## config.mk

```make
export PLATFORM = sky130hd
export DESIGN_NAME = spi_cfg_sequencer
export DESIGN_NICKNAME = d
export VERILOG_FILES = /design/src/rtl/spi_cfg_pkg.sv /design/src/rtl/spi_cfg_table.sv /design/src/rtl/spi_cfg_sequencer.sv
export SDC_FILE = /design/constraint.sdc
export NUM_CORES = 1
export LEC_CHECK = 0
export BUFFER_PORTS_ARGS = -buffer_cell sky130_fd_sc_hd__buf_2
export CORE_UTILIZATION = 40
export CTS_CLUSTER_DIAMETER = 80
export DETAILED_ROUTE_END_ITERATION = 8
export PLACE_DENSITY_LB_ADDON = 0.05
export SYNTH_ARGS = -nofsm -noshare
export SYNTH_HDL_FRONTEND = slang
export SYNTH_SLANG_ARGS = --single-unit
```

## constraint.sdc

```tcl
create_clock -name clk -period 4.7 [get_ports clk]
set_input_delay 0.94 -clock clk [delete_from_list [all_inputs] [get_ports clk]]
set_output_delay 0.94 -clock clk [all_outputs]
set_load 0.02 [all_outputs]
```

## src/rtl/spi_cfg_pkg.sv

```systemverilog
`default_nettype none
//==============================================================================
// Module   : spi_cfg_pkg
// Purpose  : Shared definitions for the SPI configuration sequencer: one-hot
//            FSM state encoding, default timing parameters and the mismatch
//            counter width, plus a saturating increment helper.
// Ports    : none (package)
// Revision : 1.0 - initial release
//==============================================================================
package spi_cfg_pkg;

    // One-hot state encoding; bit position doubles as a state index.
    localparam logic [8:0] c_ST_IDLE      = 9'b0_0000_0001;
    localparam logic [8:0] c_ST_CHECK_LEN = 9'b0_0000_0010;
    localparam logic [8:0] c_ST_SEND      = 9'b0_0000_0100;
    localparam logic [8:0] c_ST_WAIT_BUSY = 9'b0_0000_1000;
    localparam logic [8:0] c_ST_WAIT_DONE = 9'b0_0001_0000;
    localparam logic [8:0] c_ST_READ_REQ  = 9'b0_0010_0000;
    localparam logic [8:0] c_ST_WAIT_RD   = 9'b0_0100_0000;
    localparam logic [8:0] c_ST_GAP       = 9'b0_1000_0000;
    localparam logic [8:0] c_ST_FINISH    = 9'b1_0000_0000;

    localparam int c_GAP_CYCLES_DEF     = 4;
    localparam int c_TIMEOUT_CYCLES_DEF = 1024;
    localparam int c_MISMATCH_W         = 8;

    // Increment that sticks at all-ones instead of wrapping.
    function automatic logic [c_MISMATCH_W-1:0] sat_inc(input logic [c_MISMATCH_W-1:0] v);
        return (v == '1) ? v : v + 1'b1;
    endfunction

endpackage
`default_nettype wire

```

## src/rtl/spi_cfg_table.sv

```systemverilog
`default_nettype none
//==============================================================================
// Module   : spi_cfg_table
// Purpose  : DEPTH x DATA_WIDTH configuration word storage with one
//            synchronous write port and one combinational read port.
// Ports    : clk     - system clock
//            i_we    - write strobe
//            i_waddr - write address
//            i_wdata - write data
//            i_raddr - read address
//            o_rdata - read data (combinational from i_raddr)
// Revision : 1.0 - initial release
//==============================================================================
module spi_cfg_table #(
    parameter int DATA_WIDTH = 32,
    parameter int DEPTH      = 16
) (
    input  logic                     clk,
    input  logic                     i_we,
    input  logic [$clog2(DEPTH)-1:0] i_waddr,
    input  logic [DATA_WIDTH-1:0]    i_wdata,
    input  logic [$clog2(DEPTH)-1:0] i_raddr,
    output logic [DATA_WIDTH-1:0]    o_rdata
);

    // No reset on the array: the configuration must survive a sequencer reset.
    logic [DATA_WIDTH-1:0] r_mem [DEPTH];

    always_ff @(posedge clk) begin
        if (i_we) begin
            r_mem[i_waddr] <= i_wdata;
        end
    end

    assign o_rdata = r_mem[i_raddr];

endmodule
`default_nettype wire

```

## src/rtl/spi_cfg_sequencer.sv

```systemverilog
`default_nettype none
//==============================================================================
// Module   : spi_cfg_sequencer
// Purpose  : Plays a table of sensor configuration words out to the SPI master
//            engine one word per frame, optionally reads each word back and
//            counts mismatches, with timeout protection on every handshake.
// Ports    : clk, rst        - clock, synchronous active-high reset
//            cfg_we_i/addr/wdata - table write port (accepted in IDLE only)
//            seq_len_i, verify_i, start_i - sequence control, sampled on start
//            sdo_data_o/valid_o, sdo_ready_i - write handshake to the engine
//            sdi_ready_o, sdi_data_i/valid_i - read-back handshake
//            busy_o, done_o, timeout_o, mismatch_cnt_o, word_idx_o - status
// Revision : 1.0 - initial release
//==============================================================================
module spi_cfg_sequencer
    import spi_cfg_pkg::*;
#(
    parameter int DATA_WIDTH     = 32,
    parameter int DEPTH          = 16,
    parameter int GAP_CYCLES     = c_GAP_CYCLES_DEF,
    parameter int TIMEOUT_CYCLES = c_TIMEOUT_CYCLES_DEF
) (
    input  logic                     clk,
    input  logic                     rst,
    input  logic                     cfg_we_i,
    input  logic [$clog2(DEPTH)-1:0] cfg_addr_i,
    input  logic [DATA_WIDTH-1:0]    cfg_wdata_i,
    input  logic [$clog2(DEPTH):0]   seq_len_i,
    input  logic                     verify_i,
    input  logic                     start_i,
    output logic [DATA_WIDTH-1:0]    sdo_data_o,
    output logic                     sdo_valid_o,
    input  logic                     sdo_ready_i,
    output logic                     sdi_ready_o,
    input  logic [DATA_WIDTH-1:0]    sdi_data_i,
    input  logic                     sdi_valid_i,
    output logic                     busy_o,
    output logic                     done_o,
    output logic                     timeout_o,
    output logic [c_MISMATCH_W-1:0]  mismatch_cnt_o,
    output logic [$clog2(DEPTH):0]   word_idx_o
);

    localparam int c_ADDR_W  = $clog2(DEPTH);
    localparam int c_IDX_W   = c_ADDR_W + 1;
    localparam int c_CNT_MAX = (TIMEOUT_CYCLES > GAP_CYCLES) ? TIMEOUT_CYCLES : GAP_CYCLES;
    localparam int c_CNT_W   = $clog2(c_CNT_MAX + 1);

    localparam logic [c_CNT_W-1:0] c_CNT_ONE  = c_CNT_W'(1);
    localparam logic [c_CNT_W-1:0] c_CNT_SAT  = c_CNT_W'(c_CNT_MAX);
    localparam logic [c_CNT_W-1:0] c_GAP_LAST = c_CNT_W'(GAP_CYCLES);
    localparam logic [c_CNT_W-1:0] c_TMO_LAST = c_CNT_W'(TIMEOUT_CYCLES - 1);

    logic [8:0]              r_state;
    logic [8:0]              w_state_nxt;
    logic [c_CNT_W-1:0]      r_cnt;
    logic [c_IDX_W-1:0]      r_seq_len;
    logic                    r_verify;
    logic [c_IDX_W-1:0]      r_word_idx;
    logic [DATA_WIDTH-1:0]   r_sdo_data;
    logic                    r_timeout;
    logic [c_MISMATCH_W-1:0] r_mismatch;
    logic [DATA_WIDTH-1:0]   w_tab_rdata;
    logic                    w_tab_we;
    logic                    w_tmo_reached;
    logic                    w_tmo_fire;

    // Table is frozen while a sequence runs so the words sent are the words
    // that were loaded at start.
    assign w_tab_we = cfg_we_i && (r_state == c_ST_IDLE);

    spi_cfg_table #(
        .DATA_WIDTH (DATA_WIDTH),
        .DEPTH      (DEPTH)
    ) u_table (
        .clk     (clk),
        .i_we    (w_tab_we),
        .i_waddr (cfg_addr_i),
        .i_wdata (cfg_wdata_i),
        .i_raddr (r_word_idx[c_ADDR_W-1:0]),
        .o_rdata (w_tab_rdata)
    );

    // r_cnt holds the number of cycles spent in the current state, where the
    // first cycle in a state reads 1. For the wait states this makes the
    // window span TIMEOUT_CYCLES cycles measured from the cycle that issued
    // the preceding handshake step.
    assign w_tmo_reached = (r_cnt == c_TMO_LAST);

    always_comb begin
        w_state_nxt = r_state;
        w_tmo_fire  = 1'b0;
        case (r_state)
            c_ST_IDLE: begin
                if (start_i) w_state_nxt = c_ST_CHECK_LEN;
            end
            c_ST_CHECK_LEN: begin
                w_state_nxt = (r_word_idx == r_seq_len) ? c_ST_FINISH : c_ST_SEND;
            end
            c_ST_SEND: begin
                w_state_nxt = c_ST_WAIT_BUSY;
            end
            c_ST_WAIT_BUSY: begin
                if (sdo_ready_i) begin
                    w_state_nxt = c_ST_WAIT_DONE;
                end else if (w_tmo_reached) begin
                    w_state_nxt = c_ST_FINISH;
                    w_tmo_fire  = 1'b1;
                end
            end
            c_ST_WAIT_DONE: begin
                // Falling edge of ready marks the word as fully shifted.
                if (!sdo_ready_i) begin
                    w_state_nxt = r_verify ? c_ST_READ_REQ : c_ST_GAP;
                end else if (w_tmo_reached) begin
                    w_state_nxt = c_ST_FINISH;
                    w_tmo_fire  = 1'b1;
                end
            end
            c_ST_READ_REQ: begin
                w_state_nxt = c_ST_WAIT_RD;
            end
            c_ST_WAIT_RD: begin
                if (sdi_valid_i) begin
                    w_state_nxt = c_ST_GAP;
                end else if (w_tmo_reached) begin
                    w_state_nxt = c_ST_FINISH;
                    w_tmo_fire  = 1'b1;
                end
            end
            c_ST_GAP: begin
                if (r_cnt == c_GAP_LAST) w_state_nxt = c_ST_CHECK_LEN;
            end
            c_ST_FINISH: begin
                w_state_nxt = c_ST_IDLE;
            end
            default: begin
                w_state_nxt = c_ST_IDLE;
            end
        endcase
    end

    always_ff @(posedge clk) begin
        if (rst) begin
            r_state    <= c_ST_IDLE;
            r_cnt      <= '0;
            r_seq_len  <= '0;
            r_verify   <= 1'b0;
            r_word_idx <= '0;
            r_sdo_data <= '0;
            r_timeout  <= 1'b0;
            r_mismatch <= '0;
        end else begin
            r_state <= w_state_nxt;

            if (w_state_nxt != r_state) begin
                r_cnt <= c_CNT_ONE;
            end else if (r_cnt != c_CNT_SAT) begin
                r_cnt <= r_cnt + c_CNT_ONE;
            end

            if ((r_state == c_ST_IDLE) && start_i) begin
                r_seq_len  <= seq_len_i;
                r_verify   <= verify_i;
                r_timeout  <= 1'b0;
                r_mismatch <= '0;
                r_word_idx <= '0;
            end

            // Capture on the way into SEND so the word is valid alongside
            // sdo_valid_o and stays put for the whole frame and read-back.
            if ((r_state == c_ST_CHECK_LEN) && (w_state_nxt == c_ST_SEND)) begin
                r_sdo_data <= w_tab_rdata;
            end

            if ((r_state == c_ST_WAIT_RD) && sdi_valid_i && (sdi_data_i != r_sdo_data)) begin
                r_mismatch <= sat_inc(r_mismatch);
            end

            if ((r_state == c_ST_GAP) && (w_state_nxt == c_ST_CHECK_LEN)) begin
                r_word_idx <= r_word_idx + 1'b1;
            end

            if (w_tmo_fire) begin
                r_timeout <= 1'b1;
            end
        end
    end

    assign sdo_data_o     = r_sdo_data;
    assign sdo_valid_o    = (r_state == c_ST_SEND);
    assign sdi_ready_o    = (r_state == c_ST_READ_REQ);
    assign busy_o         = (r_state != c_ST_IDLE) && (r_state != c_ST_FINISH);
    assign done_o         = (r_state == c_ST_FINISH);
    assign timeout_o      = r_timeout;
    assign mismatch_cnt_o = r_mismatch;
    assign word_idx_o     = r_word_idx;

endmodule
`default_nettype wire

```

==> flow_metrics.tcl <==
set metrics [dict create \
    met1_usage_pct 29.7 \
    rsz0062_at_grt "no" \
    critPathSlowestCell "nor4_4" \
    routed_via_density 5.49 \
    totalWireLength_mm 59.8 \
    cellPowerDensity_mw_per_mm2 421 \
    max_freq_mhz 303 \
    fp.dieH_um 242 \
    htreeDepth 3 \
    syn_avg_cell_area_um2 19.2 \
    layout_common_cells "edfxtp_1, mux4_2, buf_2" \
    post_cts_buffers 0 \
    fin_crit_ps 3310 \
    grt_pass1_vias 12200 \
    io_pins 130 \
    synth_area_mm2 0.0230 \
    tns_ps 0 \
    die_w_um 242 \
    cts_root_buf "clkbuf_16" \
    slew_violations 0 \
    critPathArrivalTime_ps 2370 \
    antenna_found_initial 6 \
    hold_class "reg2reg" \
    grt_use_total_pct 20.8 \
    drive_gt1_share_pct 31.7 \
    grt_overflow 0 \
    clk_pin_slew_ps 60 \
    grt_use_met3_pct 4.08 \
    total_power_mw 11.4 \
    synth_seq_cells 584 \
    clock_latency_ps 590 \
    nets 1447 \
    cts_buffer_depth 3 \
    grt.busiest_layer "met2" \
    drt_pre_antenna_iters 6 \
    cts_tree "built" \
    post_cts_resized 0 \
    area_delta_synth_final_pct 17.4 \
    worstSetupPathType "reg2out" \
    dp_worst_setup_slack_ps 1230 \
    cp-start-kind "flip-flop" \
    path_cells "nor4_4 -> nand2_1 -> nor3_1 -> nor2_1 -> buf_2" \
    place_area_mm2 0.0247 \
    synth_ff_type "edfxtp_1" \
    fin_area_mm2 0.0269 \
    port_buffers 129 \
    outcome "complete, no violations" \
    use_met2_pct 32.5 \
    dp.cells 2050 \
    vias 11900 \
    die_area_mm2 0.0583 \
    synth.top_cell.area_share_pct 67.0 \
    hold_ws_ps 463 \
    syn_inst 1195 \
    synth_warnings 0 \
    hold_viol 0 \
    core_area_mm2 0.0565 \
    worstPathRequired_ps 3760 \
    fin_crit_sh_pct 70.3 \
    fillCellCount 4770 \
    finalSetupViolCount 0 \
    vdd_ir_drop_max_v 0.000344 \
    worst_slew_pin_slew_ps 1170 \
    finalNonFillerCells 2170 \
    synth_edf_count 512 \
    numCtsBuffers 67 \
    wl_per_cell_um 27.6 \
    skew_ps 22.0 \
    grt_first_pass_wirelength_mm 86.3 \
    gp_congestion 0.794 \
    synth_top_area_cell "edfxtp_1" \
    critPathMaxFanout 10 \
    critical-path-max-stage-delay_ps 630 \
    critPathCaptureType "output pin" \
    drc_errors 0 \
    fin_util_pct 47.7 \
    drtIter0Drc 1006 \
    initial_utilization_pct 40.6 \
    synth_area_leaders "edfxtp_1, mux4_2, dfxtp_1" \
    yosysSeqAreaShare_pct 73.3 \
    netlist-cell-type-count 59 \
    max-cap-violations 0 \
    ys_async_sr_fraction_pct 0 \
    worst_slack_ps 1390 \
    layout_commonest_cell "edfxtp_1" \
    syn_nets 1279 \
    grt_max_degree 82 \
    relSlewSlack_pct 21.1 \
    ant_nets 0 \
    leakage_nw 8.61 \
    core.rowCount 87 \
    place_hpwl_mm 32.8 \
    cts.sinks 584 \
    cts_hold_buf 0 \
]
## critical path, delay by kind of cell, from the launching register on
kind	cells	cell delay, ps
buffers and inverters	1	180
AND/OR/NAND/NOR	4	1180
flip-flops	1	410
## cell type report
type	instances	area, um^2	share of cell area [%]
tap	756	946	3.51
timing repair buffer	160	941	3.49
inverter	12	45.0	0.167
sequential	584	16800	62.4
antenna	2	5.00	0.0186
clock buffer	89	1870	6.95
multi-input combinational	538	5940	22.0
clock inverter	29	377	1.40
## power breakdown
| group | internal, mW | total [mW] | switching, mW |
|---|---|---|---|
| clock | 3.29 | 5.35 | 2.06 |
| combinational | 0.0795 | 0.294 | 0.214 |
| sequential | 5.70 | 5.72 | 0.0204 |
## worst paths after layout
| check | from | end | slack, ps | cells past startpoint |
|---|---|---|---|---|
| max reg2reg | r_state[2] | u_table.r_mem[2][27] | 1510 | 6 |
| min reg2reg | timeout_o | timeout_o | 460 | 2 |
| min | timeout_o | timeout_o | 460 | 2 |
| max | r_state[3] | busy_o | 1390 | 5 |
## registers in the layout, summed over array words and instances (netlist names)
register and count:
u_table.r_mem 512, sdo_data_o 32, r_cnt 11, r_state 9, mismatch_cnt_o 8, r_seq_len 5
word_idx_o 5, r_verify 1, timeout_o 1
## Yosys cell counts (3+ instances only)
master	instances
nor2_1	48
o211ai_1	3
xor2_1	44
nor4_1	12
ha_1	4
o21ai_0	8
nor3b_1	4
inv_1	12
and2_1	4
edfxtp_1	512
nand4b_1	5
clkbuf_1	29
buf_1	3
nand2_1	99
nand3_1	11
nand4_1	13
or3_1	7
dfxtp_1	72
nor4b_1	5
xnor2_1	5
mux4_2	160
nand2b_1	3
nor3_1	12
buf_2	28
a21oi_1	51
## logic make-up (layout without fill, tap and decap cells)
family                   count (synthesis)  in the layout  share of synthesized area [%]
multiplexers                           161            161                           15.7
buffers and inverters                   73            290                           1.38
other                                    0              2                              0
adder cells (fa/ha/maj)                  4              4                          0.218
AO/OA/AOI/OAI                           83             83                           2.31
flip-flops                             584            584                           73.3
XOR/XNOR                                49             49                           1.87
AND/OR/NAND/NOR                        241            241                           5.22
## routing by layer
metal	vias up	share of wire (%)
li1	5186	-
met1	6322	45
met2	322	47
met3	92	5.4
met4	2	2.2
met5	-	0.022
No activity file was read; power rests on OpenSTA's default activity.
